**config.mk**
```make
export PLATFORM = sky130hd
export DESIGN_NAME = i2c_param_regfile_flat
export DESIGN_NICKNAME = d
export VERILOG_FILES = /design/src/rtl/i2c_param_regfile_pkg.sv /design/src/rtl/i2c_param_regfile_if.sv /design/src/rtl/i2c_param_regfile_bus_sync.sv /design/src/rtl/i2c_param_regfile.sv /design/src/flat_wrapper.sv
export SDC_FILE = /design/constraint.sdc
export NUM_CORES = 1
export LEC_CHECK = 0
export CAP_MARGIN = 40
export CORE_ASPECT_RATIO = 1.1
export CORE_UTILIZATION = 56
export CTS_CLUSTER_DIAMETER = 40
export DETAILED_ROUTE_END_ITERATION = 12
export MAX_ROUTING_LAYER = met4
export PLACE_DENSITY_LB_ADDON = 0.1
export SLEW_MARGIN = 20
export SYNTH_ARGS = -nofsm -noshare
export SYNTH_HDL_FRONTEND = slang
export SYNTH_SLANG_ARGS = --single-unit
```
**constraint.sdc**
```tcl
create_clock -name clk -period 2.65 [get_ports clk]
set_input_delay 0.53 -clock clk [delete_from_list [all_inputs] [get_ports clk]]
set_output_delay 0.53 -clock clk [all_outputs]
set_load 0.005 [all_outputs]
```
**src/rtl/i2c_param_regfile_pkg.sv**
```systemverilog
// Shared types and helpers for the I2C parameter register file:
// FSM state encoding, ACK/NACK bit values and the register-pointer wrap.
package i2c_pkg;

  typedef enum logic [3:0] {
    IDLE,
    DEVADDR,
    ACK_DEV,
    REGADDR,
    ACK_REG,
    WDATA,
    ACK_W,
    RDATA,
    RACK
  } state_e;

  localparam logic ACK  = 1'b0;
  localparam logic NACK = 1'b1;

  // Advance the register pointer, wrapping from the last register back to 0.
  function automatic logic [7:0] ptr_next(input logic [7:0] ptr, input int numRegs);
    if (int'(ptr) >= numRegs - 1) begin
      return 8'd0;
    end
    return ptr + 8'd1;
  endfunction

endpackage

```
**src/rtl/i2c_param_regfile_if.sv**
```systemverilog
// I2C pad-side bundle: asynchronous SCL/SDA inputs and the open-drain SDA pull-down enable.
interface i2c_param_regfile_if;
  logic scl_in;
  logic sda_in;
  logic sda_oe;

  modport master (output scl_in, output sda_in, input sda_oe);
  modport slave  (input scl_in, input sda_in, output sda_oe);
endinterface

```
**src/rtl/i2c_param_regfile_bus_sync.sv**
```systemverilog
// Two-flop synchronisers for SCL/SDA plus edge, START and STOP detection
// on the synchronised values.
module i2c_bus_sync (
  input  logic clk,
  input  logic rst,
  input  logic scl_in,
  input  logic sda_in,
  output logic scl_rise,
  output logic scl_fall,
  output logic start_det,
  output logic stop_det,
  output logic sda_s
);

  // Bit 0 is the metastability flop, bit 1 the synchronised value, bit 2 its previous value.
  logic [2:0] scl_q;
  logic [2:0] sda_q;

  always_ff @(posedge clk) begin
    if (rst) begin
      scl_q <= 3'b111;
      sda_q <= 3'b111;
    end else begin
      scl_q <= {scl_q[1:0], scl_in};
      sda_q <= {sda_q[1:0], sda_in};
    end
  end

  assign scl_rise  =  scl_q[1] & ~scl_q[2];
  assign scl_fall  = ~scl_q[1] &  scl_q[2];
  assign start_det =  scl_q[1] &  scl_q[2] & ~sda_q[1] &  sda_q[2];
  assign stop_det  =  scl_q[1] &  scl_q[2] &  sda_q[1] & ~sda_q[2];
  assign sda_s     =  sda_q[1];

endmodule

```
**src/rtl/i2c_param_regfile.sv**
```systemverilog
// I2C target exposing NUM_REGS parameter registers of DATA_W bits, with
// auto-incrementing burst writes/reads, repeated START and range-checked addressing.
module i2c_param_regfile
  import i2c_pkg::*;
#(
  parameter logic [6:0] DEV_ADDR = 7'h42,
  parameter int         NUM_REGS = 3,
  parameter int         DATA_W   = 6,
  parameter int         RST_VAL  = 0
) (
  input  logic                       clk,
  input  logic                       rst,
  input  logic                       ena,
  i2c_param_regfile_if.slave         bus,
  output logic [NUM_REGS*DATA_W-1:0] regs,
  output logic                       wr_strobe,
  output logic [7:0]                 wr_index,
  output logic                       busy
);

  localparam logic [DATA_W-1:0] RstV = DATA_W'(RST_VAL);

  logic scl_rise, scl_fall, start_det, stop_det, sda_s;

  i2c_bus_sync u_sync (
    .clk       (clk),
    .rst       (rst),
    .scl_in    (bus.scl_in),
    .sda_in    (bus.sda_in),
    .scl_rise  (scl_rise),
    .scl_fall  (scl_fall),
    .start_det (start_det),
    .stop_det  (stop_det),
    .sda_s     (sda_s)
  );

  state_e            state_q;
  logic [3:0]        bitCnt_q;
  logic [7:0]        shift_q;
  logic [7:0]        ptr_q;
  logic              rw_q;
  logic              sdaOe_q;
  logic              busy_q;
  logic              wrStrobe_q;
  logic [7:0]        wrIndex_q;
  logic [DATA_W-1:0] regs_q [NUM_REGS];

  logic [7:0] shiftIn_d;
  logic [7:0] rdByte_d;

  assign shiftIn_d = {shift_q[6:0], sda_s};

  // Zero-extended copy of the register addressed by the pointer, for read-out.
  always_comb begin
    rdByte_d = '0;
    for (int i = 0; i < NUM_REGS; i++) begin
      if (i == int'(ptr_q)) begin
        rdByte_d[DATA_W-1:0] = regs_q[i];
      end
    end
  end

  // START/STOP outrank any SCL edge seen in the same cycle, so a partial byte is dropped.
  always_ff @(posedge clk) begin
    if (rst) begin
      state_q    <= IDLE;
      bitCnt_q   <= '0;
      shift_q    <= '0;
      ptr_q      <= '0;
      rw_q       <= 1'b0;
      sdaOe_q    <= 1'b0;
      busy_q     <= 1'b0;
      wrStrobe_q <= 1'b0;
      wrIndex_q  <= '0;
      for (int i = 0; i < NUM_REGS; i++) begin
        regs_q[i] <= RstV;
      end
    end else begin
      wrStrobe_q <= 1'b0;
      if (!ena) begin
        state_q <= IDLE;
        sdaOe_q <= 1'b0;
        busy_q  <= 1'b0;
      end else if (start_det) begin
        state_q  <= DEVADDR;
        bitCnt_q <= '0;
        sdaOe_q  <= 1'b0;
      end else if (stop_det) begin
        state_q <= IDLE;
        sdaOe_q <= 1'b0;
        busy_q  <= 1'b0;
      end else begin
        unique case (state_q)
          IDLE: begin
          end
          DEVADDR: begin
            if (scl_rise && bitCnt_q < 4'd8) begin
              shift_q  <= shiftIn_d;
              bitCnt_q <= bitCnt_q + 4'd1;
              if (bitCnt_q == 4'd7) begin
                if (shiftIn_d[7:1] == DEV_ADDR) begin
                  rw_q   <= shiftIn_d[0];
                  busy_q <= 1'b1;
                end else begin
                  state_q <= IDLE;
                end
              end
            end else if (scl_fall && bitCnt_q == 4'd8) begin
              state_q <= ACK_DEV;
              sdaOe_q <= ~ACK;
            end
          end
          ACK_DEV: begin
            if (scl_fall) begin
              bitCnt_q <= '0;
              if (rw_q) begin
                state_q  <= RDATA;
                shift_q  <= {rdByte_d[6:0], 1'b0};
                sdaOe_q  <= ~rdByte_d[7];
                bitCnt_q <= 4'd1;
              end else begin
                state_q <= REGADDR;
                sdaOe_q <= 1'b0;
              end
            end
          end
          REGADDR: begin
            if (scl_rise && bitCnt_q < 4'd8) begin
              shift_q  <= shiftIn_d;
              bitCnt_q <= bitCnt_q + 4'd1;
              if (bitCnt_q == 4'd7) begin
                if (int'(shiftIn_d) < NUM_REGS) begin
                  ptr_q <= shiftIn_d;
                end else begin
                  state_q <= IDLE;
                end
              end
            end else if (scl_fall && bitCnt_q == 4'd8) begin
              state_q <= ACK_REG;
              sdaOe_q <= ~ACK;
            end
          end
          ACK_REG: begin
            if (scl_fall) begin
              state_q  <= WDATA;
              sdaOe_q  <= 1'b0;
              bitCnt_q <= '0;
            end
          end
          WDATA: begin
            if (scl_rise && bitCnt_q < 4'd8) begin
              shift_q  <= shiftIn_d;
              bitCnt_q <= bitCnt_q + 4'd1;
              if (bitCnt_q == 4'd7) begin
                for (int i = 0; i < NUM_REGS; i++) begin
                  if (i == int'(ptr_q)) begin
                    regs_q[i] <= shiftIn_d[DATA_W-1:0];
                  end
                end
                wrStrobe_q <= 1'b1;
                wrIndex_q  <= ptr_q;
              end
            end else if (scl_fall && bitCnt_q == 4'd8) begin
              state_q <= ACK_W;
              sdaOe_q <= ~ACK;
            end
          end
          ACK_W: begin
            if (scl_fall) begin
              state_q  <= WDATA;
              sdaOe_q  <= 1'b0;
              bitCnt_q <= '0;
              ptr_q    <= ptr_next(ptr_q, NUM_REGS);
            end
          end
          RDATA: begin
            if (scl_fall) begin
              if (bitCnt_q == 4'd8) begin
                state_q  <= RACK;
                sdaOe_q  <= 1'b0;
                bitCnt_q <= '0;
              end else begin
                sdaOe_q  <= ~shift_q[7];
                shift_q  <= {shift_q[6:0], 1'b0};
                bitCnt_q <= bitCnt_q + 4'd1;
              end
            end
          end
          RACK: begin
            // bitCnt_q marks that the master's ACK has been seen and the pointer advanced.
            if (scl_rise && bitCnt_q == 4'd0) begin
              if (sda_s == NACK) begin
                state_q <= IDLE;
              end else begin
                ptr_q    <= ptr_next(ptr_q, NUM_REGS);
                bitCnt_q <= 4'd1;
              end
            end else if (scl_fall && bitCnt_q == 4'd1) begin
              state_q <= RDATA;
              shift_q <= {rdByte_d[6:0], 1'b0};
              sdaOe_q <= ~rdByte_d[7];
            end
          end
          default: state_q <= IDLE;
        endcase
      end
    end
  end

  for (genvar g = 0; g < NUM_REGS; g++) begin : g_flat
    assign regs[g*DATA_W +: DATA_W] = regs_q[g];
  end

  assign bus.sda_oe = sdaOe_q;
  assign wr_strobe  = wrStrobe_q;
  assign wr_index   = wrIndex_q;
  assign busy       = busy_q;

endmodule
```
**src/flat_wrapper.sv**
```systemverilog
// flat-port wrapper written by rule: the top's interface ports become plain ports
module i2c_param_regfile_flat import i2c_pkg::*;
#(
  parameter logic [6:0] DEV_ADDR = 7'h42,
  parameter int         NUM_REGS = 3,
  parameter int         DATA_W   = 6,
  parameter int         RST_VAL  = 0
)
  (clk, rst, ena, regs, wr_strobe, wr_index, busy, bus_scl_in, bus_sda_in, bus_sda_oe);
  i2c_param_regfile_if bus_i ();
  input  logic clk;
  input  logic rst;
  input  logic ena;
  output logic [NUM_REGS*DATA_W-1:0] regs;
  output logic wr_strobe;
  output logic [7:0] wr_index;
  output logic busy;
  input wire logic [$bits(bus_i.scl_in)-1:0] bus_scl_in;
  input wire logic [$bits(bus_i.sda_in)-1:0] bus_sda_in;
  output wire logic [$bits(bus_i.sda_oe)-1:0] bus_sda_oe;
  assign bus_i.scl_in = bus_scl_in;
  assign bus_i.sda_in = bus_sda_in;
  assign bus_sda_oe = bus_i.sda_oe;
  i2c_param_regfile #(.DEV_ADDR(DEV_ADDR), .NUM_REGS(NUM_REGS), .DATA_W(DATA_W), .RST_VAL(RST_VAL)) u_core (.clk(clk), .rst(rst), .ena(ena), .bus(bus_i), .regs(regs), .wr_strobe(wr_strobe), .wr_index(wr_index), .busy(busy));
endmodule
```
* After elaboration in Yosys (flattened, before gate mapping)
Memories as Yosys holds them, arrays and structs flattened. Cells that the tools add are included.
Storage, ports and cells: register bits 42, memory bits (writable) 18, input bits 5, output and inout port bits 29, memories 1
Memory list:
- u_core.regs_q | depth 3, width 6, read ports 3, clocked after memory_dff 0, wr ports 3, line i2c_param_regfile.sv:46 | logic [DATA_W-1:0] regs_q [NUM_REGS];
Operators by class: $add $sub $neg 2, order comparisons 3, equality and inequality tests 63, muxes and demuxes 115, bitwise logic cells 21, reductions and logical operators 29
Operator list (number):
- two-way mux 8 bit | 16
- two-way mux 4 bit | 26
- two-way mux 1 bit | 61
- two-way mux 6 bit | 6
- case mux 4 bit (8 select lines) | 1
- case mux 8 bit (4 select lines) | 1
- != test 2 x 1 -> 1 bit (second input constant) | 15
- AND reduction 15 bit | 2
- != test 3 x 1 -> 1 bit (second input constant) | 9
- != test 5 x 3 -> 1 bit (second input constant) | 5
- case mux 8 bit (3 select lines) | 1
- == test 4 x 3 -> 1 bit (second input constant) | 5
- != test 4 x 1 -> 1 bit (second input constant) | 5
- case mux 4 bit (5 select lines) | 1
- != test 3 bit (second input constant) | 5
- != test 5 x 1 -> 1 bit (second input constant) | 3
- inverter 1 bit | 11
- AND reduction 11 bit | 1
- != test 2 bit (second input constant) | 5
- AND reduction 10 bit | 1
- AND reduction 9 bit | 1
- adder 8 x 1 -> 8 bit (second input constant) | 1
- == test 2 x 8 -> 1 bit (first input constant) | 1
- == test 3 x 8 -> 1 bit (first input constant) | 1
- 30 further kinds | 49

* Longest topological paths before layout
Gate-level depths: netlist (run 1).
word-level depth 13, gate-level depth with buffers 9, depth with buffers taken out 8

* Hierarchy
From an unflattened synthesis (run 1), not the netlist that was laid out.
Unflattened totals: cell total of the unflattened synthesis 334, area, all modules 3061.7 µm²
By module, submodules not included:
- i2c_param_regfile | instances 1, cells each 318, area each 2871.5 µm²
- i2c_bus_sync | instances 1, cells each 16, area each 190.2 µm²

* Worst setup path before layout (run 1)
OpenSTA, ideal clock, no wires.
path type register to register, from register u_core.bitCnt_q[0], to register u_core.state_q[3], data arrival time 1.881 ns, required time 2.580 ns, slack 0.699 ns, stages on the path, launching flop included 7, clock period less this slack 1.951 ns, cells stage by stage dfxtp_1 ha_1 nand2_1 o311a_1 a211o_1 or4_1 a21oi_1
Between the ends: cells in the longest elaborated chain, start to end 4
Ends and longest elaborated chain:
- from (decl) | line i2c_param_regfile.sv:38 | logic [3:0] bitCnt_q;
- from (signal assigned) | line i2c_param_regfile.sv:99 | bitCnt_q <= bitCnt_q + 4'd1;
- from (signal assigned) | line i2c_param_regfile.sv:130 | bitCnt_q <= bitCnt_q + 4'd1;
- from (signal assigned) | line i2c_param_regfile.sv:153 | bitCnt_q <= bitCnt_q + 4'd1;
- < comparator 4 bit (tied with other cells) | line i2c_param_regfile.sv:97, i2c_param_regfile.sv:128, i2c_param_regfile.sv:151
- logical AND 1 bit (on tied branches)
- != test 3 bit (no line) (tied with other cells)
- AND reduction 15 bit (no line) or case mux 4 bit (8 select lines) (tied branches)
- to (signal assigned) | line i2c_param_regfile.sv:105 | state_q <= IDLE;
- to (signal assigned) | line i2c_param_regfile.sv:135 | state_q <= IDLE;
- to (signal assigned) | line i2c_param_regfile.sv:139 | state_q <= ACK_REG;
- to (decl) | line i2c_param_regfile.sv:37 | state_e state_q;
Several ways; a longest one is shown, not always the timed one. A chain may end at the register's enable or synchronous reset.

* Worst setup path in the final report (run 1)
from register u_core.state_q[2], to register u_core.state_q[0]
Between the ends: cells in the longest elaborated chain, start to end 5
Ends and longest elaborated chain:
- from (signal assigned) | line i2c_param_regfile.sv:66 | state_q <= IDLE;
- from (signal assigned) | line i2c_param_regfile.sv:81 | state_q <= IDLE;
- from (signal assigned) | line i2c_param_regfile.sv:85 | state_q <= DEVADDR;
- == test 4 x 3 -> 1 bit (on tied branches)
- OR reduction 2 bit (no line)
- case mux 4 bit (8 select lines) | line i2c_param_regfile.sv:93 | unique case (state_q)
- two-way mux 1 bit | line i2c_param_regfile.sv:88 | end else if (stop_det) begin
- two-way mux 1 bit | line i2c_param_regfile.sv:84 | end else if (start_det) begin
Several ways; a longest one is shown, not always the timed one.

==> results of run 1 <==
-- cells by family (layout without fill, tap and decap cells) --
logic type | Yosys count | after routing
AND/OR/NAND/NOR | 156 | 156
AO/OA/AOI/OAI | 86 | 86
flip-flops | 60 | 60
buffers and inverters | 31 | 74
multiplexers | 12 | 12
adder cells (fa/ha/maj) | 7 | 7
XOR/XNOR | 2 | 2
-- flip-flops by register name, indices dropped and copies added, names as in the netlist, 3 cells and up --
| name | cells |
|---|---|
| u_core.bitCnt_q | 4 |
| u_core.ptr_q | 8 |
| u_core.regs_q | 18 |
| u_core.shift_q | 8 |
| u_core.state_q | 4 |
| u_core.u_sync.scl_q | 3 |
| u_core.u_sync.sda_q | 3 |
| u_core.wr_index | 8 |
-- how the worst min path moves through the flow --
| stage | start | endpoint | slack [ns] | cells after the start |
|---|---|---|---|---|
| 3_5_place_dp | u_core.u_sync.scl_q[0]$_SDFF_PP1_ | u_core.u_sync.scl_q[1]$_SDFF_PP1_ | 0.39 | 1 |
| 6_report | u_core.u_sync.scl_q[0]$_SDFF_PP1_ | u_core.u_sync.scl_q[1]$_SDFF_PP1_ | 0.41 | 1 |
| 4_1_cts | u_core.u_sync.scl_q[0]$_SDFF_PP1_ | u_core.u_sync.scl_q[1]$_SDFF_PP1_ | 0.41 | 1 |
| 3_3_place_gp | u_core.u_sync.sda_q[0]$_SDFF_PP1_ | u_core.u_sync.sda_q[1]$_SDFF_PP1_ | 0.39 | 1 |
| 2_1_floorplan | u_core.u_sync.scl_q[0]$_SDFF_PP1_ | u_core.u_sync.scl_q[1]$_SDFF_PP1_ | 0.39 | 1 |
| 5_1_grt | u_core.u_sync.sda_q[0]$_SDFF_PP1_ | u_core.u_sync.sda_q[1]$_SDFF_PP1_ | 0.44 | 1 |
-- placed cells by master, fill, tap and decap left out, types with 3 or more instances in the layout --
master and n:
and3b_1 3, nand2b_1 7, dfxtp_1 42, a211oi_1 6
clkdlybuf4s50_1 33, a22oi_1 3, inv_1 11, nor4_1 4
nand3_1 3, ha_1 7, a31oi_1 3, o21ai_0 14
or2_2 8, a32o_1 3, a21o_1 3, buf_4 14
nor2_1 41, nor3_1 16, mux2i_1 12, edfxtp_1 18
nor2b_1 10, a221oi_1 6, clkbuf_8 9, nand2_1 35
and2_1 7, a21oi_1 23
-- power breakdown --
part / switching [mW] / internal, mW / leakage (nW)
logic: 0.112 / 0.0853 / 0.770
registers: 0.0264 / 0.963 / 0.525
clock network: 0.350 / 0.525 / 0.101
-- worst reg2reg max path: stages, from the launching register on --
cell	delay [ns]
dfxtp_1	0.79
nor2_1	0.26
a21oi_1	0.18
o22a_1	0.15
o221ai_1	0.25
or2_2	0.42
o211a_1	0.24
-- area by class of cell --
class,instances,area [µm²],share of cell area
clock inverter,5,76.3,0.0200
multi-input combinational,263,1650,0.433
inverter,11,41.3,0.0108
sequential,60,1380,0.363
clock buffer,11,131,0.0345
tap,75,93.8,0.0246
timing repair buffer,47,435,0.114
-- per-stage QoR --
step	cell area, µm²	cells
global route	3810	472
floorplan	3170	354
CTS	3810	472
finish	3810	472
detailed placement	3600	456
global placement	3600	456
-- layer usage --
| metal | share of wire | track usage | routed length (µm) |
|---|---|---|---|
| met2 | 0.49 | 0.508 | 4000 |
| met4 | 0.044 | 0.179 | 365 |
| met3 | 0.044 | 0.0521 | 366 |
| met5 | 0 | - | 0 |
| met1 | 0.43 | 0.370 | 3510 |
==> results.txt, run 1 <==
* Last element of the critical path: u_core.state_q[0]$_SDFFE_PP0P_
- For this run, the post-layout net count is 404.
* Crit-path slowest cell: dfxtp_1
- Clock edge transition at the registers on the reported setup and hold paths: 0.07 ns
- In the final routed layout, each cell accounts on average for about 17 µm.
* Number of antenna violations at the first check in global routing: 0
- Die X-Extent: around 74 µm
- The mapped netlist covers 3170 µm².
- # hold bufs at CTS: 0
- Area growth, synth to finish: 20.3%
- Required time worst endpoint: around 2.9 ns
- The worst-case IR drop observed on VDD is 385 µV.
- Post-synthesis compound-gate area fraction: 0.187
* CTS Buf Count: 9
- The critical path runs through a total of 6 cells.
* Most frequent cells after synthesis: 42 x dfxtp_1, 41 x nor2_1, 35 x nand2_1
- Transition at the pin with the smallest max-transition slack: 0.722 ns
- Number of buffers between clock root and the deepest sink: 2
- Yosys cell types: 65
- Across all hold checks on the routed design, the worst slack comes to between 0.4 and 0.5 ns.
- Setup TNS: 0 ns
- After synthesis, the share of cell area in mux cells is 0.0379.
- Final core occ: 0.701
- Yosys attributes the largest share of cell area to dfxtp_1 27%, edfxtp_1 17%, nor2_1 4.9%, nand2_1 4.1%, mux2i_1 3.8%.
* Final worst path period need: 2.39 ns
* Final hold viol count: 0
* Relative max-transition margin: 0.518
* Final Routed Wirelength: 8240 µm
- Setup repair after global routing left no endpoint under its margin.
- The run finished with clean final reports.
- Final estimated routing congestion in global placement: 1.02
- The number of setup buffers added after CTS is 0.
- Dividing the synthesized area by the synthesized cell count gives 8.95 µm².
- Number of DRC markers after the initial detailed-route iteration: 263
- The H-tree generated during clock tree synthesis spans 3 levels.
* Buf+Inv Stages, Crit Path: 0
* Reg2Reg Depth: 6
- Remaining Overflow, GRT: 0
* Initial Utilization: 0.583
- Leakage power figure: 1.40 nW
* Synthesized-area fraction occupied by and/or/nand/nor cells: 0.260
- Counting the fill cells in the layout gives 432.
- Entering global routing, the biggest net connects 34 pins.
* DP HPWL: 5970 µm
- In this run the power density over the cells is 542 nW/µm².
- The worst hold path belongs to the class register to register.
* Largest family of logic cells by synthesized area: simple AND/OR/NAND/NOR gates
- Count of flip-flops with a built-in enable after synthesis: 18
* Number of antenna-violating nets in the routed design: 0
* Final setup violation count: 0
- For this run, the number of Yosys warnings is 0.
- Final critical-path share of the clock period: 0.902
- Global-route wire length before repair: 13,400 µm
- After floorplanning, the core was divided into 28 placement rows.
* Final critical-path setup slack: 0.258 ns
* Total iterations of the first detailed-routing run: 5
* Detail-routed via count per cell: just under 6
- Top delay family on crit path: compound AO/OA/AOI/OAI gates
- Of the synthesized area, sequential elements account for 0.436.
- The final number of max-transition violations came to 0.
- Later-pin clock latency in the skew report: 0.33 ns
- Share of cells above drive strength 1: 0.113
- Data on the critical path arrives at its endpoint at 2.62 ns.
- Number of violations of the max-capacitance limit: 0
* Count of input and output buffers: 33
* Post-route total power: 2.06 mW
- Clock tree skew after final layout: 0.0101 ns
- Of the post-synthesis cell area, the dominant cell type holds 0.266.
- Worst setup path startpoint: u_core.state_q[2]$_SDFFE_PP0P_
* CTS tree: done
* Count of clock tree sinks: 60
- Type of element capturing the critical path: register
- Biggest area consumer among synthesized cells: dfxtp_1
- Synthesis produced a netlist with a net count of 366.
- The critical path goes through nor2_1, a21oi_1, o22a_1, o221ai_1, or2_2, o211a_1.
* Worst-case setup slack after placement: 0.225 ns
- 34 I/O pins were placed.
- Slowest stage delay, CP: between 0.7 and 0.8 ns
* CTS Root Buffer Type: clkbuf_8
* Asr flop ratio synth: 0
* Critical path start-end classification: register to register
* Arithmetic-cell share of the synthesized area counting full adders, half adders and majority gates: 0.0277
* Critical register-to-register path endpoint: u_core.state_q[0]$_SDFFE_PP0P_
- The startpoint identified for the worst register-to-register timing path is u_core.state_q[2]$_SDFFE_PP0P_.
- Of the total synthesized cell area, the portion taken by XOR and XNOR cells is 0.00553.
- The floorplan step defined a die boundary enclosing 5960 µm².
- Core outline area: roughly 5400 µm²
- In this run the register-to-register setup slack is 0.26 ns.
- Among all cell types in the netlist, the one instantiated most often is dfxtp_1.
- In this run, synthesis produced a sequential element count of 60.
- Peak fanout along the critical path: 19
- After detailed routing, the number of remaining DRC violations is 0.
* Total global-route track usage: 0.315
* Inserted Diodes: 0
- Across all layers, the routed design uses approximately 2,800 vias.
- Via count of the first global-routing pass: 2,720
* Post-cts gate resize count: 0
* Element type at the critical path start: register
* Primary flip-flop cell chosen by synthesis mapping: dfxtp_1
- Height of the die: 80.9 µm
* Max Fclk: 418 MHz
- Counting every instance in the synthesized netlist gives between 300 and 400.
Note: power is estimated with default switching activity, not from simulation.
==> run 2, diff against run 1 <==
--- a/config.mk
+++ b/config.mk
@@ -10,6 +10,7 @@
 export CORE_UTILIZATION = 56
 export CTS_CLUSTER_DIAMETER = 40
 export DETAILED_ROUTE_END_ITERATION = 12
+export HOLD_SLACK_MARGIN = 0.06
 export MAX_ROUTING_LAYER = met4
 export PLACE_DENSITY_LB_ADDON = 0.1
 export SLEW_MARGIN = 20
==> results of run 2 <==
Final layout, timing and power as in run 1 (identical DEF).
==> run 3, diff against run 2 <==
--- a/config.mk
+++ b/config.mk
@@ -10,9 +10,10 @@
 export CORE_UTILIZATION = 56
 export CTS_CLUSTER_DIAMETER = 40
 export DETAILED_ROUTE_END_ITERATION = 12
+export GPL_TIMING_DRIVEN = 0
 export HOLD_SLACK_MARGIN = 0.06
 export MAX_ROUTING_LAYER = met4
-export PLACE_DENSITY_LB_ADDON = 0.1
+export PLACE_DENSITY_LB_ADDON = 0.05
 export SLEW_MARGIN = 20
 export SYNTH_ARGS = -nofsm -noshare
 export SYNTH_HDL_FRONTEND = slang
==> run 3 against run 2 <==
Effect of this change: non-clock buffer count up 5; hold slack worse by 0.0030 ns; power decreased by 4.1%; count of clock-buffer cells in the layout up 1; sequential share of layout area grew 0.31 points; die area unchanged; critical path depth grew 1; clock skew is 0.0024 ns lower; via count is 2.5% higher; clock power decreased by 9.1%; flip-flop and latch count stayed put; critical path type unchanged; largest power group unchanged.
==> results.txt, run 3 (same netlist as run 1, synthesis figures left out) <==
* Status: finished clean
* Transition at the pin with the smallest max-transition slack: 0.723 ns (+0.000696 ns)
- Share of cells above drive strength 1: 0.104 (-0.00887)
- The final total power is 1.98 mW (-4.1%).
* Detail-routed via count per cell: 6.01 (+1.4%)
- Number of buffers between clock root and the deepest sink: 2 (unchanged)
- The worst-case vdd ir drop was 489 µV (+27%).
* Max Fclk: 416 MHz (-0.56%)
- The count of inserted antenna diode cells was 0 (unchanged).
- Flop pwr share: 0.494 (+0.014)
* Clock tree skew after final layout: 0.00769 ns (-0.00240 ns)
- The switching power total came to 0.511 mW (+4.5%).
- CTS tree: done
* Core Rows: 28 (unchanged)
- The worst setup timing slack at the placement stage was -0.0753 ns (-0.300 ns).
- The clock latency at the later pin of the worst-skew pair is 0.34 ns (about the same).
- Largest net degree at the start of global routing: 12 (-65%)
- The setup fix buffers added after clock tree synthesis came to 0 (unchanged).
- Area growth, synth to finish: 19.2%
* Sink of the worst hold path: u_core.u_sync.scl_q[1]$_SDFF_PP1_
- Critical path start-end classification: register to register
- The share of power burned in combinational logic is 0.104 (+0.008).
* Initial Utilization: 0.583 (unchanged)
* Required time worst endpoint: 2.74 ns (-0.14 ns)
- Die area: 5960 µm² (unchanged)
- The number of buffer cells added on primary ports is 32 (-3.0%).
* Clock edge transition at the registers on the reported setup and hold paths: 0.07 ns (about the same)
* Via count: 2,867 (+2.5%)
- Setup repair after global routing left no endpoint under its margin.
- Register with the highest flop count: u_core.regs_q
* Remaining Overflow, GRT: 0 (unchanged)
- The logic depth of the worst register-to-register path was 7 (+1).
- Number of antenna violations at the first check in global routing: 0 (unchanged)
* Net count reported at finish: 409 (+1.2%)
* Clk pwr share: 0.402 (-0.023)
- Post-cts gate resize count: 0 (unchanged)
- The number of maximum-capacitance violations is 0 (unchanged).
* Proportion of total power due to net switching: 0.258 (+0.0211)
* Height of the die: 80.9 µm (unchanged)
* Count of clock tree sinks: 60 (unchanged)
* Total iterations of the first detailed-routing run: 4 (-1)
* Number of DRC markers after the initial detailed-route iteration: 171 (-35%)
* Final critical-path setup slack: 0.245 ns (-0.0134 ns)
* Level count of the clock H-tree: 3 (unchanged)
- The final setup violation count is 0 (unchanged).
* Leakage power figure: 1.39 nW (-0.69%)
- The number of remaining DRC errors is 0 (unchanged).
- The first-pass GRT wire length is 12,700 µm (-5.3%).
- Peak fanout along the critical path: 10 (-9)
* Start point of the worst min-delay path: u_core.u_sync.scl_q[0]$_SDFF_PP1_
* Most common library cell in the layout ignoring fill and taps: dfxtp_1
* Final hold viol count: 0 (unchanged)
- Final Routed Wirelength: 8150 µm (-1.1%)
- The global-route usage over all layers is 0.298 (-0.0167).
- The max-slew headroom at the worst pin is 0.513 (-0.00490).
* # hold bufs at CTS: 0 (unchanged)
- Core outline area: 5430 µm² (unchanged)
- The number of cells on the worst hold path is 1 (unchanged).
- Die X-Extent: 73.7 µm (unchanged)
- The flip-flop count of the largest register after layout was 18 (unchanged).
* CTS Buf Count: 9 (unchanged)
* Worst-case register-to-register setup slack: 0.25 ns (about the same)
- Per-cell routed wire length: 17.1 µm (-2.1%)
- Via count of the first global-routing pass: 2,680 (-1.5%)
- Type of element capturing the critical path: register
* Critical register-to-register path endpoint: u_core.regs_q[0][16]$_DFFE_PP_
- In the layout the commonest cells are 42 x dfxtp_1, 41 x nor2_1, 35 x nand2_1.
- STA classifies the critical path startpoint as a register.
- Final critical-path share of the clock period: 0.908 (+0.00505)
* Final core occ: 0.695 (-0.00599)
* Total I/O pin count: 34 (unchanged)
- The final number of max-transition violations was 0 (unchanged).
- The arrival time of data at the critical path endpoint is 2.49 ns (-0.13 ns).
* Final estimated routing congestion in global placement: 0.937 (-8.2%)
* PD cells: 524 nW/µm² (-3.2%)
- Setup TNS: 0 ns (unchanged)
- The post-detailed-placement half-perimeter wirelength was 5950 µm (-0.34%).
- The number of nets still failing antenna checks after routing was 0 (unchanged).
- Hold/Removal Path Class: register to register
* Startpoint of the worst register-to-register path: u_core.u_sync.scl_q[1]$_SDFF_PP1_
* Internal power contribution: 1.47 mW (-6.7%)
- Final worst path period need: 2.40 ns (+0.0134 ns)
- CTS Root Buffer Type: clkbuf_8
[run 3: cell count changes in the layout (fill, tap and decap cells not counted), moves of 2 or more]
cell,before,now
clkbuf_1,2,11
buf_2,0,6
inv_4,0,2
bufinv_16,2,0
buf_4,14,3
[run 3: worst max-delay path: stages (launching register included)]
cell and delay (ns):
dfxtp_1 0.46, nand2_1 0.12, o21ai_0 0.61, nor4_1 0.11, buf_4 0.23, and2b_1 0.21
o311a_1 0.18, and2_1 0.22
[run 3: final cells by class]
type | instances | area (µm²)
clock buffer | 12 | 166
buffer | 20 | 101
clock inverter | 4 | 28.8
inverter | 11 | 41.3
timing repair buffer | 32 | 320
fill | 434 | 1650
sequential | 60 | 1380
tap | 75 | 93.8
multi-input combinational | 263 | 1640
[run 3: how the worst max path moves through the flow]
stage | slack [ns] | from | end | depth (start not counted)
6_report | 0.25 | u_core.u_sync.scl_q[1]$_SDFF_PP1_ | u_core.regs_q[0][16]$_DFFE_PP_ | 7
5_1_grt | 0.08 | u_core.state_q[2]$_SDFFE_PP0P_ | u_core.regs_q[0][7]$_DFFE_PP_ | 8
4_1_cts | 0.27 | ena | u_core.regs_q[0][14]$_DFFE_PP_ | 7
3_5_place_dp | -0.08 | ena | u_core.regs_q[0][10]$_DFFE_PP_ | 7
3_3_place_gp | -0.09 | ena | u_core.regs_q[0][10]$_DFFE_PP_ | 7
2_1_floorplan | 0.70 | u_core.bitCnt_q[0]$_SDFFE_PP0P_ | u_core.state_q[3]$_SDFFE_PP0P_ | 6
[run 3: power groups by stage]
stage / Sequential [mW] / Combinational (mW) / Clock (mW)
2_1_floorplan: 0.994 / 0.134 / 0
3_3_place_gp: 0.997 / 0.200 / 0
3_5_place_dp: 0.997 / 0.200 / 0
4_1_cts: 0.977 / 0.201 / 0.806
5_1_grt: 0.978 / 0.221 / 0.842
6_report: 0.977 / 0.205 / 0.796
[run 3: per-layer routing]
| layer | part of all wire | GRT usage | wire [µm] | up-vias |
|---|---|---|---|---|
| met5 | 0 | - | 0 | - |
| li1 | - | - | - | 1373 |
| met3 | 0.049 | 0.0658 | 402 | 26 |
| met2 | 0.49 | 0.478 | 3960 | 89 |
| met1 | 0.42 | 0.336 | 3450 | 1379 |
| met4 | 0.042 | 0.187 | 346 | 0 |
[run 3: stage by stage]
stage | cells | hold slack (ns) | cell area (µm²)
2_1_floorplan | 354 | 0.389 | 3170
6_report | 477 | 0.409 | 3780
4_1_cts | 477 | 0.411 | 3780
5_1_grt | 477 | 0.424 | 3780
3_5_place_dp | 461 | 0.394 | 3580
3_3_place_gp | 461 | 0.391 | 3580
